`config.mk`:
```
export PLATFORM = sky130hd
export DESIGN_NAME = trap_sequencer_flat
export DESIGN_NICKNAME = d
export VERILOG_FILES = /design/src/rtl/trap_sequencer_pkg.sv /design/src/rtl/trap_sequencer_if.sv /design/src/rtl/trap_sequencer_mstatus_update.sv /design/src/rtl/trap_sequencer.sv /design/src/flat_wrapper.sv
export SDC_FILE = /design/constraint.sdc
export NUM_CORES = 1
export LEC_CHECK = 0
export ABC_AREA = 1
export CORE_AREA = 2 2 211 213
export DETAILED_ROUTE_END_ITERATION = 10
export DIE_AREA = 0 0 213 215
export DONT_BUFFER_PORTS = 1
export SYNTH_ARGS = -nofsm -noshare
export SYNTH_HDL_FRONTEND = slang
export SYNTH_SLANG_ARGS = --single-unit
```
`constraint.sdc`:
```
create_clock -name i_clk -period 4.3 [get_ports i_clk]
set_clock_uncertainty 0.05 [all_clocks]
set_input_delay 0.645 -clock i_clk [delete_from_list [all_inputs] [get_ports i_clk]]
set_output_delay 0.645 -clock i_clk [all_outputs]
set_load 0.02 [all_outputs]
```
`src/rtl/trap_sequencer_pkg.sv`:
```
// Shared constants for the trap sequencer: privilege levels, exception codes,
// CSR addresses, mstatus bit positions and FSM state encodings.
package trap_sequencer_pkg;

  localparam logic [1:0] XLEN_32b = 2'd1;
  localparam logic [1:0] XLEN_64b = 2'd2;

  localparam logic [1:0] USER    = 2'b00;
  localparam logic [1:0] MACHINE = 2'b11;

  // 0xF is a store page fault in mcause, which this core never raises.
  localparam logic [3:0] NO_E                  = 4'hF;
  localparam logic [3:0] E_INSTR_MISALIGNED    = 4'd0;
  localparam logic [3:0] E_INSTR_ACCESS_FAULT  = 4'd1;
  localparam logic [3:0] E_ILLEGAL_INSTR       = 4'd2;
  localparam logic [3:0] E_BREAKPOINT          = 4'd3;
  localparam logic [3:0] E_LOAD_MISALIGNED     = 4'd4;
  localparam logic [3:0] E_LOAD_ACCESS_FAULT   = 4'd5;
  localparam logic [3:0] E_STORE_MISALIGNED    = 4'd6;
  localparam logic [3:0] E_STORE_ACCESS_FAULT  = 4'd7;
  localparam logic [3:0] E_ECALL               = 4'd8;

  localparam logic [11:0] CSR_MSTATUS = 12'h300;
  localparam logic [11:0] CSR_MTVEC   = 12'h305;
  localparam logic [11:0] CSR_MEPC    = 12'h341;
  localparam logic [11:0] CSR_MCAUSE  = 12'h342;
  localparam logic [11:0] CSR_MTVAL   = 12'h343;

  localparam int MSTATUS_MIE    = 3;
  localparam int MSTATUS_MPIE   = 7;
  localparam int MSTATUS_MPP_LO = 11;
  localparam int MSTATUS_MPP_HI = 12;

  typedef enum logic [2:0] {
    ST_IDLE     = 3'd0,
    ST_T_EPC    = 3'd1,
    ST_T_CAUSE  = 3'd2,
    ST_T_TVAL   = 3'd3,
    ST_T_STATUS = 3'd4,
    ST_T_JUMP   = 3'd5,
    ST_R_STATUS = 3'd6,
    ST_R_JUMP   = 3'd7
  } trap_state_e;

  // Reserved MPP encodings fall back to USER.
  function automatic logic [1:0] legal_priv(input logic [1:0] p);
    return (p == MACHINE) ? MACHINE : USER;
  endfunction

endpackage

```
`src/rtl/trap_sequencer_if.sv`:
```
// Pipeline/CSR-facing signal bundle of the trap sequencer.
// master = pipeline side driving the inputs, slave = the sequencer.
interface trap_sequencer_if #(parameter int W = 64);
  logic [3:0]   i_exception_code_f;
  logic [3:0]   i_exception_code_e;
  logic [W-1:0] i_pc_f;
  logic [W-1:0] i_pc_e;
  logic [W-1:0] i_alu_out_e;
  logic         i_mret_e;
  logic [W-1:0] i_mstatus;
  logic [W-1:0] i_mtvec;
  logic [W-1:0] i_mepc;
  logic [1:0]   o_current_privilege;
  logic         o_stall;
  logic         o_flush;
  logic         o_csr_we;
  logic [11:0]  o_csr_addr;
  logic [W-1:0] o_csr_wdata;
  logic         o_redirect_en;
  logic [W-1:0] o_redirect_pc;
  logic         o_busy;

  modport master (
    output i_exception_code_f, i_exception_code_e, i_pc_f, i_pc_e, i_alu_out_e,
           i_mret_e, i_mstatus, i_mtvec, i_mepc,
    input  o_current_privilege, o_stall, o_flush, o_csr_we, o_csr_addr,
           o_csr_wdata, o_redirect_en, o_redirect_pc, o_busy
  );

  modport slave (
    input  i_exception_code_f, i_exception_code_e, i_pc_f, i_pc_e, i_alu_out_e,
           i_mret_e, i_mstatus, i_mtvec, i_mepc,
    output o_current_privilege, o_stall, o_flush, o_csr_we, o_csr_addr,
           o_csr_wdata, o_redirect_en, o_redirect_pc, o_busy
  );
endinterface

```
`src/rtl/trap_sequencer_mstatus_update.sv`:
```
// Combinational mstatus rewrite shared by trap entry (MPP/MPIE/MIE stacking)
// and mret (MIE/MPIE unstacking, MPP cleared to USER).
module mstatus_update
  import trap_sequencer_pkg::*;
#(
  parameter int W = 64
) (
  input  logic [W-1:0] mstatus_i,
  input  logic [1:0]   priv_i,
  input  logic         is_return_i,
  output logic [W-1:0] mstatus_o
);

  always_comb begin
    mstatus_o = mstatus_i;
    if (is_return_i) begin
      mstatus_o[MSTATUS_MIE]                   = mstatus_i[MSTATUS_MPIE];
      mstatus_o[MSTATUS_MPIE]                  = 1'b1;
      mstatus_o[MSTATUS_MPP_HI:MSTATUS_MPP_LO] = USER;
    end else begin
      mstatus_o[MSTATUS_MPP_HI:MSTATUS_MPP_LO] = priv_i;
      mstatus_o[MSTATUS_MPIE]                  = mstatus_i[MSTATUS_MIE];
      mstatus_o[MSTATUS_MIE]                   = 1'b0;
    end
  end

endmodule

```
`src/rtl/trap_sequencer.sv`:
```
// Trap-entry / mret sequencer; owns the current-privilege register.
// Build option TRAP_MTVAL_EN adds the T_TVAL state and the mtval write.
//   state     | meaning
//   IDLE      | watching E/F exception codes and mret
//   T_EPC     | write mepc
//   T_CAUSE   | write mcause
//   T_TVAL    | write mtval (TRAP_MTVAL_EN only)
//   T_STATUS  | write stacked mstatus, privilege -> MACHINE
//   T_JUMP    | redirect fetch to mtvec
//   R_STATUS  | write unstacked mstatus, privilege -> old MPP
//   R_JUMP    | redirect fetch to mepc
module trap_sequencer
  import trap_sequencer_pkg::*;
#(
  parameter logic [1:0] XLEN = XLEN_64b
) (
  input logic             i_clk,
  input logic             i_rst,
  trap_sequencer_if.slave bus
);

  localparam int W = 1 << (int'(XLEN) + 4);

  trap_state_e  state_q, state_d;
  logic [1:0]   priv_q, priv_d;
  logic [3:0]   cause_q, cause_d;
  logic [W-1:0] epc_q, epc_d;
`ifdef TRAP_MTVAL_EN
  logic [W-1:0] tval_q, tval_d;
`endif

  logic         ms_return;
  logic [W-1:0] ms_new;
  logic         csr_we;
  logic [11:0]  csr_addr;
  logic [W-1:0] csr_wdata;
  logic         redirect_en;
  logic [W-1:0] redirect_pc;

  mstatus_update #(.W(W)) u_mstatus_update (
    .mstatus_i   (bus.i_mstatus),
    .priv_i      (priv_q),
    .is_return_i (ms_return),
    .mstatus_o   (ms_new)
  );

  always_ff @(posedge i_clk) begin
    if (i_rst) begin
      state_q <= ST_IDLE;
      priv_q  <= MACHINE;
      cause_q <= '0;
      epc_q   <= '0;
`ifdef TRAP_MTVAL_EN
      tval_q  <= '0;
`endif
    end else begin
      state_q <= state_d;
      priv_q  <= priv_d;
      cause_q <= cause_d;
      epc_q   <= epc_d;
`ifdef TRAP_MTVAL_EN
      tval_q  <= tval_d;
`endif
    end
  end

  always_comb begin
    state_d     = state_q;
    priv_d      = priv_q;
    cause_d     = cause_q;
    epc_d       = epc_q;
`ifdef TRAP_MTVAL_EN
    tval_d      = tval_q;
`endif
    ms_return   = 1'b0;
    csr_we      = 1'b0;
    csr_addr    = '0;
    csr_wdata   = '0;
    redirect_en = 1'b0;
    redirect_pc = '0;

    case (state_q)
      ST_IDLE: begin
        // The older instruction wins: E exception, then mret, then F exception.
        if (bus.i_exception_code_e != NO_E) begin
          cause_d = bus.i_exception_code_e;
          epc_d   = bus.i_pc_e;
`ifdef TRAP_MTVAL_EN
          tval_d  = bus.i_alu_out_e;
`endif
          state_d = ST_T_EPC;
        end else if (bus.i_mret_e) begin
          state_d = ST_R_STATUS;
        end else if (bus.i_exception_code_f != NO_E) begin
          cause_d = bus.i_exception_code_f;
          epc_d   = bus.i_pc_f;
`ifdef TRAP_MTVAL_EN
          tval_d  = bus.i_pc_f;
`endif
          state_d = ST_T_EPC;
        end
      end
      ST_T_EPC: begin
        csr_we    = 1'b1;
        csr_addr  = CSR_MEPC;
        csr_wdata = epc_q;
        state_d   = ST_T_CAUSE;
      end
      ST_T_CAUSE: begin
        csr_we    = 1'b1;
        csr_addr  = CSR_MCAUSE;
        csr_wdata = {{(W-4){1'b0}}, cause_q};
`ifdef TRAP_MTVAL_EN
        state_d   = ST_T_TVAL;
`else
        state_d   = ST_T_STATUS;
`endif
      end
`ifdef TRAP_MTVAL_EN
      ST_T_TVAL: begin
        csr_we    = 1'b1;
        csr_addr  = CSR_MTVAL;
        csr_wdata = tval_q;
        state_d   = ST_T_STATUS;
      end
`endif
      ST_T_STATUS: begin
        csr_we    = 1'b1;
        csr_addr  = CSR_MSTATUS;
        csr_wdata = ms_new;
        priv_d    = MACHINE;
        state_d   = ST_T_JUMP;
      end
      ST_T_JUMP: begin
        redirect_en = 1'b1;
        redirect_pc = {bus.i_mtvec[W-1:2], 2'b00};
        state_d     = ST_IDLE;
      end
      ST_R_STATUS: begin
        ms_return = 1'b1;
        csr_we    = 1'b1;
        csr_addr  = CSR_MSTATUS;
        csr_wdata = ms_new;
        priv_d    = legal_priv(bus.i_mstatus[MSTATUS_MPP_HI:MSTATUS_MPP_LO]);
        state_d   = ST_R_JUMP;
      end
      ST_R_JUMP: begin
        redirect_en = 1'b1;
        redirect_pc = bus.i_mepc;
        state_d     = ST_IDLE;
      end
      default: state_d = ST_IDLE;
    endcase
  end

  assign bus.o_current_privilege = priv_q;
  assign bus.o_busy              = (state_q != ST_IDLE);
  assign bus.o_stall             = (state_q != ST_IDLE);
  assign bus.o_flush             = (state_q != ST_IDLE);
  assign bus.o_csr_we            = csr_we;
  assign bus.o_csr_addr          = csr_addr;
  assign bus.o_csr_wdata         = csr_wdata;
  assign bus.o_redirect_en       = redirect_en;
  assign bus.o_redirect_pc       = redirect_pc;

endmodule
```
`src/flat_wrapper.sv`:
```
// flat-port wrapper written by rule: the top's interface ports become plain ports
module trap_sequencer_flat import trap_sequencer_pkg::*;
#(
  parameter logic [1:0] XLEN = XLEN_64b
)
  (i_clk, i_rst, bus_i_exception_code_f, bus_i_exception_code_e, bus_i_pc_f, bus_i_pc_e, bus_i_alu_out_e, bus_i_mret_e, bus_i_mstatus, bus_i_mtvec, bus_i_mepc, bus_o_current_privilege, bus_o_stall, bus_o_flush, bus_o_csr_we, bus_o_csr_addr, bus_o_csr_wdata, bus_o_redirect_en, bus_o_redirect_pc, bus_o_busy);
  trap_sequencer_if bus_i ();
  input logic i_clk;
  input logic i_rst;
  input wire logic [$bits(bus_i.i_exception_code_f)-1:0] bus_i_exception_code_f;
  input wire logic [$bits(bus_i.i_exception_code_e)-1:0] bus_i_exception_code_e;
  input wire logic [$bits(bus_i.i_pc_f)-1:0] bus_i_pc_f;
  input wire logic [$bits(bus_i.i_pc_e)-1:0] bus_i_pc_e;
  input wire logic [$bits(bus_i.i_alu_out_e)-1:0] bus_i_alu_out_e;
  input wire logic [$bits(bus_i.i_mret_e)-1:0] bus_i_mret_e;
  input wire logic [$bits(bus_i.i_mstatus)-1:0] bus_i_mstatus;
  input wire logic [$bits(bus_i.i_mtvec)-1:0] bus_i_mtvec;
  input wire logic [$bits(bus_i.i_mepc)-1:0] bus_i_mepc;
  output wire logic [$bits(bus_i.o_current_privilege)-1:0] bus_o_current_privilege;
  output wire logic [$bits(bus_i.o_stall)-1:0] bus_o_stall;
  output wire logic [$bits(bus_i.o_flush)-1:0] bus_o_flush;
  output wire logic [$bits(bus_i.o_csr_we)-1:0] bus_o_csr_we;
  output wire logic [$bits(bus_i.o_csr_addr)-1:0] bus_o_csr_addr;
  output wire logic [$bits(bus_i.o_csr_wdata)-1:0] bus_o_csr_wdata;
  output wire logic [$bits(bus_i.o_redirect_en)-1:0] bus_o_redirect_en;
  output wire logic [$bits(bus_i.o_redirect_pc)-1:0] bus_o_redirect_pc;
  output wire logic [$bits(bus_i.o_busy)-1:0] bus_o_busy;
  assign bus_i.i_exception_code_f = bus_i_exception_code_f;
  assign bus_i.i_exception_code_e = bus_i_exception_code_e;
  assign bus_i.i_pc_f = bus_i_pc_f;
  assign bus_i.i_pc_e = bus_i_pc_e;
  assign bus_i.i_alu_out_e = bus_i_alu_out_e;
  assign bus_i.i_mret_e = bus_i_mret_e;
  assign bus_i.i_mstatus = bus_i_mstatus;
  assign bus_i.i_mtvec = bus_i_mtvec;
  assign bus_i.i_mepc = bus_i_mepc;
  assign bus_o_current_privilege = bus_i.o_current_privilege;
  assign bus_o_stall = bus_i.o_stall;
  assign bus_o_flush = bus_i.o_flush;
  assign bus_o_csr_we = bus_i.o_csr_we;
  assign bus_o_csr_addr = bus_i.o_csr_addr;
  assign bus_o_csr_wdata = bus_i.o_csr_wdata;
  assign bus_o_redirect_en = bus_i.o_redirect_en;
  assign bus_o_redirect_pc = bus_i.o_redirect_pc;
  assign bus_o_busy = bus_i.o_busy;
  trap_sequencer #(.XLEN(XLEN)) u_core (.i_clk(i_clk), .i_rst(i_rst), .bus(bus_i));
endmodule
```
==> metrics.md, run 1 <==
| Metric | Value |
|---|---|
| Outcome | finished clean |
| Crit end category | output port |
| First-pass GRT wire length | 37.49 mm |
| Pint | 1.504 mW |
| DR pass1 iterations | 5 |
| Share of cells above drive strength 1 | 4.528% |
| Clock network fraction of total power | 28.5% |
| Clock Path Buffers | 2 |
| Most common cell after layout, fill and taps aside | nand2_1 |
| Critical Path Fanout Max | 47 |
| IO Port Bufs | 0 |
| Placer Congestion | 0.7587 |
| RSZ-0062 raised after global routing | no |
| Worst Setup SP | u_core.state_q[0] |
| Fmax | 294.5 MHz |
| CP peak stage delay | 1.15 ns |
| Fillers | 5150 |
| Part of the Yosys area used for sequential elements | 25.51% |
| Worst-Margin Slew | 1.187 ns |
| DRC Markers | 0 |
| Worst IR Drop VDD | 0.0002835 V |
| Final setup violation count | 0 |
| Die Ht | 215 um |
| Yosys reg bits | 72 |
| Vias per cell | 3.849 |
| Diode count | 0 |
| Fin crit share | 78.98% |
| Sequential power share | 31.8% |
| Relative slew slack | 22.01% |
| PD cells | 422.3 nW/um^2 |
| CP Buf/Inv Count | 0 |
| Cell Area, Synth | 5649 um^2 |
| Core area | 43640 um^2 |
| Row cnt | 77 |
| Final nets | 1407 |
| Synth top area cells | dfxtp_1, nand2_1, inv_1 |
| Sw frac | 44.75% |
| Crit-path slowest cell | o21ai_0 |
| Vias | 6189 |
| Hold Vio Cnt, Final | 0 |
| Post-DP HPWL | 22.76 mm |
| Final Max Tran Viols | 0 |
| Synth top area share | 25.51% |
| Ys Warns | 0 |
| Min-Delay Path Class | in2reg |
| Fin crit period | 3.396 ns |
| Total track usage | 12.03% |
| Post-CTS Hold Buffers | 0 |
| Synth-to-layout area growth | 14.11% |
| Final wirelength | 29.10 mm |
| Mapped Cells | 1058 |
| Vias in the first global route | 5105 |
| Crit path kind | reg2out |
| Leak | 3.124 nW |
| Worst setup SP type | register |
| Boundary pin count | 542 |
| Postcts setup bufs | 0 |
| RR Startpoint | u_core.state_q[2] |
| Cell family with most CP delay | compound AO/OA/AOI/OAI gates |
| Area of the multi-input gates | 3060 um^2 |
| Total CTS buffers | 9 |
| Synth area leader | dfxtp_1 |
| Psw | 1.218 mW |
| Worst Path Required | 3.61 ns |
| Sequential Area | 1441 um^2 |
| Initial antenna violation count | 1 |
| Logic gate share of total power | 39.7% |
| H-tree depth | 3 |
| CTS clk-pin slew, worst paths | 0.06 ns |
| Starting Density | 12.94% |
| Remaining Overflow, GRT | 0 |
| Sink Count | 72 |
| Worst-skew pair later-pin latency | 0.36 ns |
| Hold Crit Start | i_rst |
| Detailed-route wire length per cell | 18.10 um |
| CTS tree | yes |
| Cts repair resizes | 0 |
| Cell variety after synth | 23 |
| Die footprint | 45800 um^2 |
| Most frequent cells in the layout | nand2_1, inv_1, nor2_1 |
| CP arrival | 2.70 ns |
| Fin Setup TNS | 0 ns |
| Pin count of the biggest net entering global routing | 68 |
| Drt initial violations | 271 |
| Finished Core Util | 14.77% |
| Total of max-cap violations | 0 |
| Synth Area per Inst | 5.339 um^2 |
| Die W | 213 um |
| CTS Root Cell | clkbuf_16 |
| Post-DRT Antenna Nets | 0 |
| Cell Chain, Critical Path | nand2_2 > o21ai_0 |
-- power groups by stage --
stage,Combinational [mW],Clock (mW),Sequential (mW)
finish,1.08,0.777,0.865
floorplan,0.902,0,0.862
CTS,1.10,0.823,0.865
global placement,1.09,0,0.875
detailed placement,1.10,0,0.878
global route,1.22,0.846,0.881
-- worst reg2reg max path, stage by stage (launching register included) --
cell and delay [ns]:
dfxtp_1 0.51, nor2_4 0.08, nand2_2 0.41, inv_2 0.16, nand3_4 0.29, buf_4 0.58
nand2_1 0.14, nand2_1 0.09, nor2_1 0.07
-- area by class of cell --
cell class,instances,area share [%]
multi-input cells,705,47.48
flip-flops and latches,72,22.36
inverters,207,12.05
repair buffers,17,2.174
clock buffers,9,3.494
clock inverters,6,0.9511
well taps,592,11.49
-- per-stage QoR --
| stage | setup slack, ns | hold slack (ns) | power (mW) | cell area (um^2) | std cells |
|---|---|---|---|---|---|
| 6_report | 0.9040 | 0.2953 | 2.722 | 6446 | 1608 |
| 2_1_floorplan | 2.104 | 0.4385 | 1.764 | 5672 | 1064 |
| 5_1_grt | 0.8424 | 0.2700 | 2.947 | 6446 | 1608 |
| 4_1_cts | 0.8828 | 0.2630 | 2.788 | 6446 | 1608 |
| 3_3_place_gp | 1.324 | 0.4533 | 1.969 | 6160 | 1593 |
| 3_5_place_dp | 1.299 | 0.4533 | 1.975 | 6160 | 1593 |
-- path summary, 6_finish.rpt --
path	end	slack, ns	cells past startpoint
worst max register to register	u_core.epc_q[8]	1.83	8
worst max-delay path	bus_o_csr_wdata[23]	0.90	2
worst min register to register	u_core.epc_q[1]	0.46	4
worst min-delay path	u_core.cause_q[2]	0.30	1
-- flip-flops by register name, indices dropped and copies added (netlist names) --
name / count
u_core.epc_q: 64
u_core.state_q: 3
u_core.bus.o_current_privilege: 1
u_core.cause_q: 4
-- metal layers --
layer / track usage, % / wire length, um
met1: 13.14 / 11610
met2: 21.25 / 14220
met3: 3.054 / 2011
met4: 6.270 / 1235
met5: 0 / 18
-- cells in the mapped netlist --
master    number
conb_1         1
clkbuf_1      43
o221ai_1       1
buf_2         14
dfxtp_1       72
a22oi_1        3
buf_4         20
nor2_1       139
a31oi_1        2
inv_1        204
nand2_2        2
o21ai_0      134
nor2_4         2
inv_2          3
nand3_1       10
nand3_4        1
o22ai_1       62
a21oi_1        1
buf_6          2
nor3_2         1
nor3_1         1
buf_1          1
nand2_1      339
-- kinds of logic after synthesis --
group                  count (synthesis)  share of synthesized area, %
DFF                                   72                         25.51
other                                  1                       0.06638
AOI/OAI and AO/OA                    203                         19.60
buffers and inverters                287                         20.97
and+or+nand+nor                      495                         33.84
Power figures use the tool's default switching activity.
==> inputs of run 2 (changes only) <==
- clock period: 4.3 -> 3.27 ns (I/O delays scaled with it)
==> metrics.md, run 2 (synthesized netlist as in run 1, its figures left out) <==
| Metric | Value |
|---|---|
| R2R setup slack | 1.15 ns |
| Final setup violation count | 0 |
| Postcts setup bufs | 0 |
| Die Ht | 215 um |
| Detailed-route wire length per cell | 17.57 um |
| First-pass GRT wire length | 37.98 mm |
| Pin count of the biggest net entering global routing | 67 |
| Synth-to-layout area growth | 23.15% |
| Relative slew slack | 50.70% |
| Design Area, Final | 6957 um^2 |
| Critical Path Fanout Max | 34 |
| DP Area | 6600 um^2 |
| Sink Count | 72 |
| Area of the multi-input gates | 3060 um^2 |
| Largest register FFs | 64 |
| Fin crit period | 2.935 ns |
| Worst IR Drop VDD | 0.0002669 V |
| Row cnt | 77 |
| Crit end category | output port |
| H-tree depth | 3 |
| Post-DP HPWL | 23.17 mm |
| Worst setup SP type | register |
| Fillers | 5124 |
| Remaining Overflow, GRT | 0 |
| Cts repair resizes | 0 |
| Top flop regs | u_core.epc_q: 64 flops, u_core.cause_q: 4 flops, u_core.state_q: 3 flops |
| Worst-skew pair later-pin latency | 0.37 ns |
| Boundary pin count | 542 |
| Worst Path Required | 2.73 ns |
| Post-route insts no fill | 1662 |
| Final Max Tran Viols | 0 |
| CTS tree | yes |
| Worst slack at placement | 0.7003 ns |
| Total track usage | 12.10% |
| Vias per cell | 3.789 |
| Outcome | finished clean |
| Cell Chain, Critical Path | nand3_2 > buf_12 > o22ai_1 |
| Fmax | 340.7 MHz |
| Vias in the first global route | 5409 |
| Most frequent cells in the layout | nand2_1, inv_1, nor2_1 |
| CP peak stage delay | 0.58 ns |
| Leak | 3.454 nW |
| Crit path kind | reg2out |
| Min-Delay Path Class | in2reg |
| Worst-Margin Slew | 0.7394 ns |
| Final nets | 1459 |
| Final wirelength | 29.21 mm |
| Post-CTS Hold Buffers | 0 |
| Clock Path Buffers | 2 |
| Sequential Area | 1441 um^2 |
| Drt initial violations | 262 |
| Starting Density | 12.94% |
| Fin crit share | 89.77% |
| R2R Path End | u_core.epc_q[38] |
| RSZ-0062 raised after global routing | no |
| Placer Congestion | 0.7684 |
| Post-DRT Antenna Nets | 0 |
| Worst Hold Path Cells | 1 |
| Reg2reg path depth | 8 |
| IO Port Bufs | 0 |
| Placed insts | 1645 |
| PD cells | 556.6 nW/um^2 |
| Vias | 6297 |
| CTS Root Cell | clkbuf_16 |
| Hold Crit Start | i_rst |
| Core area | 43640 um^2 |
| Worst setup margin | 0.3345 ns |
| Die footprint | 45800 um^2 |
| CP Buf/Inv Count | 1 |
| Hold Vio Cnt, Final | 0 |
| Fin Setup TNS | 0 ns |
| Die W | 213 um |
| DR pass1 iterations | 5 |
| Most common cell after layout, fill and taps aside | nand2_1 |
| Largest Register | u_core.epc_q |
| CTS clk-pin slew, worst paths | 0.07 ns |
| CP arrival | 2.39 ns |
| Total of max-cap violations | 0 |
| DRC Markers | 0 |
| Finished Core Util | 15.94% |
| Endpoint of the worst hold path | u_core.state_q[0] |
| Cell family with most CP delay | simple AND/OR/NAND/NOR gates |
| Crit-path slowest cell | nand3_2 |
| Initial antenna violation count | 2 |
| RR Startpoint | u_core.state_q[2] |
| Share of cells above drive strength 1 | 9.261% |
| Total CTS buffers | 9 |
-- run 2: cell types whose count changed in the layout (fill, tap and decap cells not counted) --
cell	change
buf_12	+4
buf_4	+48
bufinv_16	+2
clkbuf_8	+1
clkinv_2	-3
diode_2	+1
inv_6	+1
-- run 2: worst max path at each step --
stage,start,cells past startpoint,slack (ns),end
2_1_floorplan,u_core.state_q[2],7,1.23,bus_o_csr_addr[9]
3_3_place_gp,u_core.state_q[2],4,0.71,bus_o_redirect_pc[24]
3_5_place_dp,u_core.state_q[2],3,0.70,bus_o_redirect_pc[8]
4_1_cts,u_core.state_q[2],3,0.27,bus_o_redirect_pc[8]
5_1_grt,u_core.state_q[2],3,0.17,bus_o_redirect_pc[8]
6_report,u_core.state_q[2],3,0.33,bus_o_redirect_pc[28]
-- run 2: per-layer routing --
layer	routed length [um]	vias up	GRT usage (%)	part of all wire (%)
met5	13	-	0	0.045
met4	682	2	4.872	2.3
met2	14840	318	22.35	51
li1	-	3198	-	-
met1	11620	2748	12.95	40
met3	2053	31	3.083	7.0
-- run 2: where the power goes --
part           switching (mW)  internal [mW]
clock                   0.458          0.770
combinational            1.12          0.391
sequential             0.0597           1.08
-- run 2: final cells by class --
type	instances	share of cell area, %
clock buffers	10	3.435
well taps	592	10.65
inverters	207	11.17
flip-flops and latches	72	20.72
clock inverters	6	1.655
diodes	1	0.03597
repair buffers	69	8.345
multi-input cells	705	43.99
-- run 2: through the flow --
| step | hold slack [ns] | total power [mW] |
|---|---|---|
| finish | 0.1356 | 3.872 |
| global route | 0.1125 | 4.168 |
| CTS | 0.09936 | 3.977 |
| detailed placement | 0.4534 | 2.691 |
| global placement | 0.4530 | 2.685 |
| floorplan | 0.4385 | 2.320 |
